`config.mk`:
```
export PLATFORM = sky130hd
export DESIGN_NAME = if_fetch_unit
export DESIGN_NICKNAME = d
export VERILOG_FILES = /design/src/rtl/mips_pkg.sv /design/src/rtl/if_fetch_unit_pc_reg.sv /design/src/rtl/if_fetch_unit.sv
export SDC_FILE = /design/constraint.sdc
export NUM_CORES = 1
export LEC_CHECK = 0
export CORE_AREA = 2 2 121 123
export CTS_BUF_LIST = sky130_fd_sc_hd__clkbuf_8
export CTS_CLUSTER_DIAMETER = 40
export DETAILED_ROUTE_END_ITERATION = 16
export DIE_AREA = 0 0 123 125
export GPL_TIMING_DRIVEN = 0
export HOLD_SLACK_MARGIN = 0.06
export PLACE_DENSITY = 0.83
export SLEW_MARGIN = 25
export SYNTH_ARGS = -nofsm -noshare
export SYNTH_HDL_FRONTEND = slang
export SYNTH_SLANG_ARGS = --single-unit
```
`constraint.sdc`:
```
create_clock -name clk -period 4.69 [get_ports clk]
set_input_delay 0.469 -clock clk [delete_from_list [all_inputs] [get_ports clk]]
set_output_delay 0.469 -clock clk [all_outputs]
set_load 0.1 [all_outputs]
```
`src/rtl/mips_pkg.sv`:
```
// Shared MIPS32 pipeline definitions: reset vector, bubble word and fetch FSM states.
package mips_pkg;

  localparam logic [31:0] RESET_PC = 32'h0000_3000;
  localparam logic [31:0] NOP_INST = 32'h0000_0000;

  typedef enum logic [1:0] {
    FETCH = 2'd0,
    WAIT  = 2'd1,
    OUT   = 2'd2,
    ERR   = 2'd3
  } if_state_t;

  // A fetch address must be word aligned; anything else raises AdEL.
  function automatic logic is_misaligned(input logic [31:0] addr);
    return addr[1:0] != 2'b00;
  endfunction

endpackage

```
`src/rtl/if_fetch_unit_pc_reg.sv`:
```
// Program counter register: reset vector, absolute load, and +4 step (wraps mod 2^32).
module pc_reg
  import mips_pkg::*;
#(
  parameter logic [31:0] RESET_VAL = mips_pkg::RESET_PC
) (
  input  logic        clk,
  input  logic        rst,
  input  logic        load_i,
  input  logic [31:0] load_val_i,
  input  logic        inc_i,
  output logic [31:0] pc_o
);

  logic [31:0] pc_q;
  logic [31:0] pc_d;

  // Load wins over increment so a redirect always lands exactly on its target.
  always_comb begin
    pc_d = pc_q;
    if (load_i) begin
      pc_d = load_val_i;
    end else if (inc_i) begin
      pc_d = pc_q + 32'd4;
    end
  end

  // PC state register.
  always_ff @(posedge clk or posedge rst) begin
    if (rst) begin
      pc_q <= RESET_VAL;
    end else begin
      pc_q <= pc_d;
    end
  end

  assign pc_o = pc_q;

endmodule

```
`src/rtl/if_fetch_unit.sv`:
```
// MIPS32 instruction-fetch stage: single-outstanding imem requests, holds the
// fetched word across decode stalls, and services branch/jump/exception redirects.
module if_fetch_unit #(
  parameter logic [31:0] RESET_PC = mips_pkg::RESET_PC,
  parameter logic [31:0] NOP_INST = mips_pkg::NOP_INST
) (
  input  logic        clk,
  input  logic        rst,
  output logic        imem_req,
  output logic [31:0] imem_addr,
  input  logic        imem_ready,
  input  logic        imem_rvalid,
  input  logic [31:0] imem_rdata,
  input  logic        id_stall,
  input  logic        redirect_en,
  input  logic [31:0] redirect_pc,
  output logic        if_valid,
  output logic [31:0] if_pc,
  output logic [31:0] if_pc_plus_4,
  output logic [31:0] if_inst,
  output logic        if_addr_err
);

  import mips_pkg::*;

  if_state_t   state_q, state_d;
  logic        kill_q, kill_d;
  logic        pc_load, pc_inc;
  logic [31:0] pc;

  logic        if_valid_q, if_valid_d;
  logic [31:0] if_pc_q, if_pc_d;
  logic [31:0] if_pc4_q, if_pc4_d;
  logic [31:0] if_inst_q, if_inst_d;
  logic        if_err_q, if_err_d;

  pc_reg #(
    .RESET_VAL (RESET_PC)
  ) u_pc_reg (
    .clk        (clk),
    .rst        (rst),
    .load_i     (pc_load),
    .load_val_i (redirect_pc),
    .inc_i      (pc_inc),
    .pc_o       (pc)
  );

  assign imem_req  = (state_q == FETCH);
  assign imem_addr = pc;

  // Next-state, kill tracking and output-register updates; redirect overrides all else.
  always_comb begin
    state_d    = state_q;
    kill_d     = kill_q;
    pc_load    = 1'b0;
    pc_inc     = 1'b0;
    if_valid_d = if_valid_q;
    if_pc_d    = if_pc_q;
    if_pc4_d   = if_pc4_q;
    if_inst_d  = if_inst_q;
    if_err_d   = if_err_q;

    if (redirect_en) begin
      if_valid_d = 1'b0;
      if (is_misaligned(redirect_pc)) begin
        // Present the AdEL bubble at once; any in-flight word must still be absorbed in ERR.
        if_valid_d = 1'b1;
        if_pc_d    = redirect_pc;
        if_pc4_d   = redirect_pc + 32'd4;
        if_inst_d  = NOP_INST;
        if_err_d   = 1'b1;
        state_d    = ERR;
        unique case (state_q)
          FETCH:   if (imem_ready) kill_d = 1'b1;
          WAIT:    kill_d = !imem_rvalid;
          ERR:     if (imem_rvalid) kill_d = 1'b0;
          default: ;
        endcase
      end else begin
        pc_load = 1'b1;
        unique case (state_q)
          FETCH: begin
            if (imem_ready) begin
              state_d = WAIT;
              kill_d  = 1'b1;
            end
          end
          WAIT: begin
            if (imem_rvalid) begin
              state_d = FETCH;
              kill_d  = 1'b0;
            end else begin
              kill_d  = 1'b1;
            end
          end
          OUT: state_d = FETCH;
          ERR: begin
            // A stale word still owed to us must drain before a new request goes out.
            if (kill_q && !imem_rvalid) begin
              state_d = WAIT;
            end else begin
              state_d = FETCH;
              kill_d  = 1'b0;
            end
          end
          default: state_d = FETCH;
        endcase
      end
    end else begin
      unique case (state_q)
        FETCH: if (imem_ready) state_d = WAIT;
        WAIT: begin
          if (imem_rvalid) begin
            if (kill_q) begin
              kill_d  = 1'b0;
              state_d = FETCH;
            end else begin
              if_valid_d = 1'b1;
              if_pc_d    = pc;
              if_pc4_d   = pc + 32'd4;
              if_inst_d  = imem_rdata;
              if_err_d   = 1'b0;
              pc_inc     = 1'b1;
              state_d    = OUT;
            end
          end
        end
        OUT: begin
          if (!id_stall) begin
            if_valid_d = 1'b0;
            state_d    = FETCH;
          end
        end
        ERR: begin
          if (!id_stall) if_valid_d = 1'b0;
          if (imem_rvalid) kill_d = 1'b0;
        end
        default: state_d = FETCH;
      endcase
    end
  end

  // FSM state and stale-response kill flag.
  always_ff @(posedge clk or posedge rst) begin
    if (rst) begin
      state_q <= FETCH;
      kill_q  <= 1'b0;
    end else begin
      state_q <= state_d;
      kill_q  <= kill_d;
    end
  end

  // IF/ID-facing output registers.
  always_ff @(posedge clk or posedge rst) begin
    if (rst) begin
      if_valid_q <= 1'b0;
      if_pc_q    <= RESET_PC;
      if_pc4_q   <= RESET_PC;
      if_inst_q  <= NOP_INST;
      if_err_q   <= 1'b0;
    end else begin
      if_valid_q <= if_valid_d;
      if_pc_q    <= if_pc_d;
      if_pc4_q   <= if_pc4_d;
      if_inst_q  <= if_inst_d;
      if_err_q   <= if_err_d;
    end
  end

  assign if_valid     = if_valid_q;
  assign if_pc        = if_pc_q;
  assign if_pc_plus_4 = if_pc4_q;
  assign if_inst      = if_inst_q;
  assign if_addr_err  = if_err_q;

endmodule

```
# Yosys cells after proc, flatten, opt, wreduce, memory -nomap -nowiden
# Cells that the tools add are included.
op_classes:
  add_sub_neg: 2
  n_mul: 0
  div_mod_pow: 0
  order_cmp: 0
  n_eq_ne: 12
  shifts: 0
  muxes: 53
  bitwise_logic: 0
  reduce_logical: 16
ops:
  columns: ["cell", "n"]
  rows:
  - ["$mux W32", 17]
  - ["$add A32 B3 Y32 const B", 2]
  - ["$mux W1", 24]
  - ["$mux W2", 7]
  - ["$ne A3 B3 Y1 const B", 4]
  - ["$reduce_and A4 Y1", 3]
  - ["$reduce_bool A2 Y1", 5]
  - ["$pmux W2 S4", 1]
  - ["$pmux W1 S3", 2]
  - ["$pmux W2 S3", 1]
  - ["$eq A2 B2 Y1 const B", 2]
  - ["$ne A4 B2 Y1 const B", 1]
  - ["$ne A4 B4 Y1 const B", 1]
  - ["$reduce_bool A4 Y1", 1]
  - ["$reduce_or A2 Y1", 2]
  - ["$ne A3 B2 Y1 const B", 1]
  - ["$reduce_and A3 Y1", 1]
  - ["$reduce_bool A3 Y1", 1]
  - ["$eq A2 B1 Y1 const B", 1]
  - ["$logic_not A2 Y1", 1]
  - ["$ne A2 B1 Y1 const B", 1]
  - ["$ne A2 B2 Y1 const B", 1]
  - ["$pmux W1 S2", 1]
  - ["$logic_and A1 B1 Y1", 1]
  - ["$logic_not A1 Y1", 1]
totals:
  reg_bits: 133
  latch_bits: 0
  ram_bits: 0
  mem_bits_ro: 0
  in_bits: 70
  word_cells: 91
  mem_count: 0

# Depth between registers and ports, before layout
# Gate-level depths: netlist of the first run.
depth:
  word_depth: 6
  mapped_depth: 10
  mapped_depth_nobuf: 7

# By module
# From an unflattened synthesis of the first run, not the netlist that was laid out.
hier_totals:
  hier_cells: 756
  area_unflattened_um2: 7161.9
by_module_without_submodules:
  columns: ["mod", "instances", "cells_each", "area_each_um2"]
  rows:
  - ["if_fetch_unit", 1, 553, 5316.3]
  - ["pc_reg", 1, 203, 1845.5]

# Worst setup path before layout of the first run
# Ideal clock, no wire load.
synth_path:
  path_type: "register to register"
  startpoint: "register u_pc_reg.pc_q[2] (netlist: u_pc_reg.pc_o[2])"
  endpoint: "register if_pc4_q[30] (netlist: if_pc_plus_4[30])"
  setup_ns: 0.131
  t_arrival_ns: 2.709
  slack_ns: 1.850
  path_stages_with_launch: 7
  synth_period_minus_slack_ns: 2.840
  cell_sequence: "dfrtp_1 -> ha_1 -> nand3_1 -> nor2_1 -> nand3_2 -> mux2_1 -> or3_1"
synth_via:
  elab_chain_cells: 5
synth_rtl:
  columns: ["item", "line", "rtl"]
  rows:
  - ["start: declaration", "if_fetch_unit_pc_reg.sv:15", "logic [31:0] pc_q;"]
  - ["start signal: assignment", "if_fetch_unit_pc_reg.sv:33", "pc_q <= pc_d;"]
  - ["$add A32 B3 Y32", "if_fetch_unit.sv:120", "if_pc4_d = pc + 32'd4;"]
  - ["$mux W32", "if_fetch_unit.sv:114", "if (kill_q) begin"]
  - ["$mux W32", "if_fetch_unit.sv:113", "if (imem_rvalid) begin"]
  - ["$mux W32", "if_fetch_unit.sv:110", "unique case (state_q)"]
  - ["$mux W32", "if_fetch_unit.sv:63", "if (redirect_en) begin"]
  - ["end signal: assignment", "if_fetch_unit.sv:165", "if_pc4_q <= if_pc4_d;"]
  - ["end: declaration", "if_fetch_unit.sv:33", "logic [31:0] if_pc4_q, if_pc4_d;"]
# No other way between the ends. The select of a mux whose other input is x is not followed.
# A chain may end at the register's enable or synchronous reset.

# Worst setup path after layout of the first run
layout_path:
  startpoint: "register state_q[1]"
  endpoint: "register if_inst_q[4] (netlist: if_inst[4])"
layout_via:
  elab_chain_cells: 3
layout_rtl:
  columns: ["item", "line", "rtl"]
  rows:
  - ["start: declaration", "if_fetch_unit.sv:26", "if_state_t state_q, state_d;"]
  - ["start signal: assignment", "if_fetch_unit.sv:149", "state_q <= state_d;"]
  - ["$eq A2 B1 Y1", "if_fetch_unit.sv:110", null]
  - ["$reduce_bool A2 Y1 (no source line)", null, null]
  - ["$reduce_and A4 Y1 (no source line)", null, null]
  - ["end signal: assignment", "if_fetch_unit.sv:166", "if_inst_q <= if_inst_d;"]
  - ["end: declaration", "if_fetch_unit.sv:34", "logic [31:0] if_inst_q, if_inst_d;"]
# No other way between the ends.

==> results.sh, run 1 <==
export IMPL_status="finished, final reports clean"
export IMPL_ys_ff_latch=131
export IMPL_worstHoldPathType="input port to asynchronous set/reset pin"
export IMPL_p_sw_share_pct=56.8
export IMPL_met1_track_demand_over_resource_in_global_routing_pct=40.1
export IMPL_yosys_top_cells_area="sky130_fd_sc_hd__dfrtp_1 (45%), sky130_fd_sc_hd__nand2_1 (7.2%), sky130_fd_sc_hd__nand3_1 (4.0%), sky130_fd_sc_hd__nor2_1 (3.3%), sky130_fd_sc_hd__xnor2_1 (2.9%)"
export IMPL_maxClockFrequency_mhz=335
export IMPL_grt_pass1_wl_mm=37.8
export IMPL_slew_limit_headroom_pct=30.0
export IMPL_worstPathMaxFanout=10
export IMPL_cts_setup_buffers=0
export IMPL_critical_path_reg2reg_endpoint="if_inst[4]$_DFFE_PP0P_"
export IMPL_globalRoute_totalOverflow=0
export IMPL_critical_path_startpoint_type="flop"
export IMPL_synth_async_reset_ratio_pct=100
export IMPL_detail_route_wirelength_mm=23.7
export IMPL_cts_resized_gates=0
export IMPL_number_of_library_cell_types_mapped_by_synthesis=58
export IMPL_design_core_area_um2=14200
export IMPL_groute_layer_met2_usage_pct=48.0
export IMPL_utilization_pct=67.4
export IMPL_power_switching_uw=3830
export IMPL_clock_sink_count=131
export IMPL_hold_viol_final=0
export IMPL_synth_flop_cell="sky130_fd_sc_hd__dfrtp_1"
export IMPL_syn_inst=769
export IMPL_regToRegStartpoint="state_q[1]$_DFFE_PP0P_"
export IMPL_sequential_cell_fraction_of_total_power_pct=25.8
export IMPL_grt_max_degree=97
export IMPL_n_antenna_cell=0
export IMPL_use_met3_pct=11.9
export IMPL_arrival_ns=3.39
export IMPL_gr_max_usage_layer="met2"
export IMPL_timing_worst_slew_pin_value_ns=1.05
export IMPL_critPathCaptureType="flop"
export IMPL_gpl_final_weighted_congestion=0.930
export IMPL_drtAntennaViolNets=0
export IMPL_clkTransAtPathRegs_ns=0.07
export IMPL_placed_area_um2=9180
export IMPL_p_leak_uw=0.00397
export IMPL_dpl_cell_count=1149
export IMPL_vdd_drop_max_mv=0.451
export IMPL_finalSetupTns_ns=0
export IMPL_fp_row_count=44
export IMPL_synth_warnings=0
export IMPL_place_detailed_hpwl_mm=16.9
export IMPL_cts_max_level=4
export IMPL_post_layout_nonfiller_instances=1181
export IMPL_drc=0
export IMPL_grtUsageTotal_pct=32.0
export IMPL_cts_hold_repair_buffers=0
export IMPL_worst_endpoint_required_ns=5.09
export IMPL_timing_final_crit_share_pct=63.6
export IMPL_io_buffers=195
export IMPL_final_layout_size_suffix_gt1_share_pct=7.32
export IMPL_power_share_clock_pct=14.6
export IMPL_grt_pass1_vias=7204
export IMPL_period_minus_slack_ns=2.98
export IMPL_totalPowerFinal_uw=6730
export IMPL_clock_skews_ns=0.0109
export IMPL_drv_slew=0
export IMPL_vias=7102
export IMPL_cts_root_buffer="sky130_fd_sc_hd__clkbuf_8"
export IMPL_worstSetupPathType="flop to flop"
export IMPL_p_int_uw=2900
export IMPL_clk_path_buf_depth=2
export IMPL_worstRegToRegCells=9
export IMPL_timing_max_cap_violations=0
export IMPL_io_pin_count=201
export IMPL_synth_largest_area_cell="sky130_fd_sc_hd__dfrtp_1"
export IMPL_drt_first_pass_iters=6
export IMPL_layout_nets=1060
export IMPL_via_per_inst=6.01
export IMPL_unrepaired_setup_endpoints_after_global_routing="false"
export IMPL_initial_core_util_pct=49.0
export IMPL_total_non_filler_cell_area_in_the_finished_layout_um2=9570
export IMPL_finalSetupViolations=0
export IMPL_combPwrFrac_pct=59.5
export IMPL_pwr_density_cell_nw_per_um2=703
export IMPL_synthesis_nets=845
export IMPL_fp_dieH_um=125
export IMPL_area_growth_syn_to_layout_pct=37.5
export IMPL_netlist_area_leader_share_pct=45.0
export IMPL_count_of_flip_flops_with_a_built_in_enable_after_synthesis=0
export IMPL_cts_tree="done"
export IMPL_reg_to_reg_setup_timing_slack_ns=1.71
export IMPL_die_area_um2=15400
export IMPL_die_w_um=123
export IMPL_synth_seq_area_share_pct=47.2
export IMPL_routed_wire_length_per_instance_um=20.1
export IMPL_post_synth_instance_area_um2=6960
export IMPL_initial_antenna_violation_count=0
export IMPL_tritoncts_num_buffers=17
export IMPL_initialDrtViolationCount=800
export IMPL_syn_area_per_cell_um2=9.05
export IMPL_clock_insertion_delay_worst_skew_ns=0.47
## logic make-up after synthesis
logic type	Yosys count	share of synthesized area, %
and+or+nand+nor	359	25.1
DFF	131	47.2
buffers and inverters	70	4.08
AOI/OAI and AO/OA	152	15.9
xor gates and xnor gates	41	5.16
muxes	10	1.46
adders and majority gates	6	1.08
## placed cells by master, fill, tap and decap left out, types with 23 or more instances in the layout
master and instances:
sky130_fd_sc_hd__clkdlybuf4s50_1 195, sky130_fd_sc_hd__nand2_1 134, sky130_fd_sc_hd__dfrtp_1 125, sky130_fd_sc_hd__nor2_1 62, sky130_fd_sc_hd__nand3_1 55, sky130_fd_sc_hd__clkbuf_1 39, sky130_fd_sc_hd__o21ai_0 28, sky130_fd_sc_hd__xnor2_1 23
## per-layer routing
metal | vias up | share of wire (%)
met5 | - | 0
met4 | 0 | 3.9
met3 | 70 | 12
met2 | 438 | 46
met1 | 3385 | 39
li1 | 3209 | -
## power groups by stage
stage | logic, µW | clock network (µW) | registers [µW]
2_1_floorplan | 813 | 0 | 3890
3_3_place_gp | 3960 | 0 | 1730
3_5_place_dp | 3990 | 0 | 1750
4_1_cts | 4010 | 990 | 1730
5_1_grt | 4160 | 1040 | 1780
6_report | 4010 | 986 | 1740
## state kept, by name (all words and copies together), names as in the netlist
name           count
if_addr_err        1
if_inst           32
if_pc             32
if_pc_plus_4      30
if_valid           1
kill_q             1
state_q            2
u_pc_reg.pc_o     32
## stage by stage
step / setup WS [ns] / hold slack (ns)
after detailed placement: 1.45 / 0.468
after global routing: 1.51 / 0.391
final: 1.71 / 0.365
after global placement: -1.18 / 0.461
after CTS: 1.80 / 0.354
after floorplan: 0.733 / 0.510
## worst max-delay path, stage by stage (launching register included)
cell,delay (ns)
sky130_fd_sc_hd__dfrtp_1,0.43
sky130_fd_sc_hd__inv_1,0.09
sky130_fd_sc_hd__ha_1,0.14
sky130_fd_sc_hd__clkbuf_1,0.25
sky130_fd_sc_hd__and3b_1,0.24
sky130_fd_sc_hd__clkbuf_1,0.44
sky130_fd_sc_hd__clkbuf_1,0.67
sky130_fd_sc_hd__buf_1,0.46
sky130_fd_sc_hd__nand2_1,0.12
sky130_fd_sc_hd__nand2_1,0.08
## synthesized netlist by cell type (all sizes together), types with 15 or more instances
cell type / n
dfrtp: 125
xnor2: 23
a21oi: 20
o21ai: 29
nor3: 20
nand3: 56
a22oi: 17
nand4: 21
and3: 15
clkbuf: 41
a221o: 17
nor2: 62
xor2: 18
nand2: 134
buf: 19
o22ai: 15
## cell type report
class	instances	area, µm²
fill	1191	4630
multi-input combinational	568	3390
sequential	131	3290
timing repair buffer	196	1980
clock buffer	18	248
buffer	60	246
tap	184	230
clock inverter	14	146
inverter	10	45.0
## worst max path at each step
| stage | start | endpoint | slack, ns | cells after the start |
|---|---|---|---|---|
| 6_report | state_q[1]$_DFFE_PP0P_ | if_inst[4]$_DFFE_PP0P_ | 1.71 | 9 |
| 5_1_grt | state_q[1]$_DFFE_PP0P_ | if_inst[7]$_DFFE_PP0P_ | 1.51 | 9 |
| 3_5_place_dp | imem_rvalid | u_pc_reg.pc_o[28]$_DFFE_PP0P_ | 1.45 | 7 |
| 3_3_place_gp | rst | if_pc_plus_4[15]$_DFFE_PP0P_ | -1.18 | 2 |
| 2_1_floorplan | rst | if_addr_err$_DFFE_PP0P_ | 0.73 | 1 |
| 4_1_cts | state_q[1]$_DFFE_PP0P_ | if_inst[4]$_DFFE_PP0P_ | 1.80 | 9 |
Power figures use the tool's default switching activity.
==> run 2, diff against run 1 <==
- clock period: 4.69 -> 3 ns (I/O delays scaled with it)
==> run 2 against run 1 <==
Critical path depth is 1 higher. Setup slack worse by 1.6 ns. Hold slack worse by 0.18 ns. Non-clock buffer count is 4 higher. Cell area is 1.9% higher. Clock power is 91% higher. Cell count is 0.34% higher. First-iteration DRC count is 6.3% lower. Utilization is 1.3 points higher. Combinational power is 57% higher. Sequential cell count stayed put. Largest cell class unchanged. Highest routed layer unchanged.
==> results.sh, run 2 (same netlist as run 1, synthesis figures left out) <==
export IMPL_timing_worst_slew_pin_value_ns=1.08
export IMPL_die_area_um2=15400
export IMPL_routed_wire_length_per_instance_um=20.4
export IMPL_critical_path_startpoint_type="flop"
export IMPL_maxClockFrequency_mhz=350
export IMPL_initial_antenna_violation_count=0
export IMPL_grt_pass1_vias=7070
export IMPL_layout_common_cells="sky130_fd_sc_hd__clkdlybuf4s50_1 (195), sky130_fd_sc_hd__nand2_1 (134), sky130_fd_sc_hd__dfrtp_1 (125)"
export IMPL_layout_setup_ws_ns=0.140
export IMPL_clock_insertion_delay_worst_skew_ns=0.46
export IMPL_worst_endpoint_required_ns=3.40
export IMPL_place_detailed_hpwl_mm=17.3
export IMPL_layout_nets=1064
export IMPL_globalRoute_totalOverflow=0
export IMPL_detail_route_wirelength_mm=24.2
export IMPL_io_pin_count=201
export IMPL_final_common_cell="sky130_fd_sc_hd__clkdlybuf4s50_1"
export IMPL_p_leak_uw=0.00406
export IMPL_worstSetupPathType="flop to flop"
export IMPL_layout_filler_cells=1149
export IMPL_vdd_drop_max_mv=0.602
export IMPL_drtAntennaViolNets=0
export IMPL_worstHoldPathType="input port to asynchronous set/reset pin"
export IMPL_status="finished, final reports clean"
export IMPL_via_per_inst=6.09
export IMPL_total_non_filler_cell_area_in_the_finished_layout_um2=9750
export IMPL_initialDrtViolationCount=750
export IMPL_initial_core_util_pct=49.0
export IMPL_tritoncts_num_buffers=17
export IMPL_unrepaired_setup_endpoints_after_global_routing="false"
export IMPL_critPathCaptureType="flop"
export IMPL_cts_hold_repair_buffers=0
export IMPL_slew_limit_headroom_pct=28.1
export IMPL_cts_max_level=4
export IMPL_die_w_um=123
export IMPL_hold_viol_final=0
export IMPL_vias=7221
export IMPL_cts_tree="done"
export IMPL_drv_slew=0
export IMPL_clock_sink_count=131
export IMPL_gpl_final_weighted_congestion=0.937
export IMPL_final_layout_size_suffix_gt1_share_pct=8.09
export IMPL_pwr_density_cell_nw_per_um2=1120
export IMPL_n_antenna_cell=0
export IMPL_grt_max_degree=32
export IMPL_timing_final_crit_share_pct=95.3
export IMPL_grt_pass1_wl_mm=37.9
export IMPL_period_minus_slack_ns=2.86
export IMPL_fp_dieH_um=125
export IMPL_clkTransAtPathRegs_ns=0.08
export IMPL_design_core_area_um2=14200
export IMPL_grtUsageTotal_pct=32.2
export IMPL_placed_area_um2=9260
export IMPL_clock_skews_ns=0.0130
export IMPL_detailedPlace_worstSlack_ns=-0.00751
export IMPL_finalSetupViolations=0
export IMPL_drt_first_pass_iters=7
export IMPL_fp_row_count=44
export IMPL_io_buffers=195
export IMPL_cts_root_buffer="sky130_fd_sc_hd__clkbuf_8"
export IMPL_timing_max_cap_violations=0
export IMPL_worstPathMaxFanout=10
export IMPL_arrival_ns=3.26
export IMPL_drc=0
export IMPL_clk_path_buf_depth=2
export IMPL_area_growth_syn_to_layout_pct=40.2
run 2: cell types whose count changed in the layout (fill, tap and decap cells not counted), moves of 2 or more:
cell,delta
sky130_fd_sc_hd__bufinv_16,+3
sky130_fd_sc_hd__inv_1,-2
sky130_fd_sc_hd__clkbuf_2,+2
sky130_fd_sc_hd__clkinv_2,-2
sky130_fd_sc_hd__clkbuf_8,+3
sky130_fd_sc_hd__buf_12,+3
run 2: report_power, final:
part	leakage, µW	total [µW]	switching (µW)	internal, µW
combinational	0.00221	6290	4820	1460
clock	0.000257	1880	722	1150
sequential	0.00159	2720	450	2270
total	0.00406	10900	6000	4880
run 2: layer usage:
layer / wire length [µm] / part of all wire [%] / global-route usage [%] / vias up
met5: 0 / 0 / 0 / -
met4: 1150 / 4.7 / 16.2 / 0
met2: 10900 / 45 / 48.0 / 472
met3: 2930 / 12 / 11.2 / 105
li1: - / - / - / 3209
met1: 9200 / 38 / 41.5 / 3435
run 2: metrics by stage:
step	power [µW]	hold slack, ns	TNS [ns]	instances	util, %
final	10900	0.189	0	1185	68.7
after global routing	11300	0.207	0	1185	68.7
after CTS	10800	0.185	0	1185	68.7
after detailed placement	8970	0.463	-0.00751	1153	65.2
after global placement	8900	0.461	-22.56	1148	64.4
after floorplan	7360	0.405	0	769	-
run 2: worst max-delay path, cell delays in order (launching register included):
cell	delay, ns
sky130_fd_sc_hd__dfrtp_1	0.39
sky130_fd_sc_hd__inv_1	0.08
sky130_fd_sc_hd__ha_1	0.17
sky130_fd_sc_hd__clkbuf_1	0.18
sky130_fd_sc_hd__and3b_1	0.23
sky130_fd_sc_hd__clkbuf_1	0.26
sky130_fd_sc_hd__nor2_1	0.24
sky130_fd_sc_hd__clkbuf_1	0.51
sky130_fd_sc_hd__clkbuf_1	0.51
sky130_fd_sc_hd__nand2_1	0.13
sky130_fd_sc_hd__nand3_1	0.10
run 2: cell type report:
cell class                 count  area, µm²  share of cell area (%)
buffer                        60        249                    2.55
multi-input combinational    568       3390                    34.7
clock inverter                11        204                    2.09
sequential                   131       3290                    33.7
inverter                      10       41.3                   0.423
clock buffer                  21        289                    2.96
timing repair buffer         200       2070                    21.2
tap                          184        230                    2.36
run 2: final timing paths:
| path | startpoint | to | slack [ns] | cells past startpoint |
|---|---|---|---|---|
| max reg2reg | state_q[1]$_DFFE_PP0P_ | if_pc[31]$_DFFE_PP0P_ | 0.14 | 10 |
| max | state_q[1]$_DFFE_PP0P_ | if_pc[31]$_DFFE_PP0P_ | 0.14 | 10 |
| min in group clk | redirect_pc[4] | u_pc_reg.pc_o[4]$_DFFE_PP0P_ | 0.20 | 3 |
| min reg2reg | if_pc[6]$_DFFE_PP0P_ | if_pc[6]$_DFFE_PP0P_ | 0.48 | 2 |
| max in group asynchronous | rst | u_pc_reg.pc_o[12]$_DFFE_PP1P_ | 1.81 | 5 |
| min | rst | if_inst[13]$_DFFE_PP0P_ | 0.19 | 2 |
run 2: timing repair:
item,in CTS,in global routing
buffers inserted,0,0
endpoints found under the setup margin,0,30
resized for setup,0,3
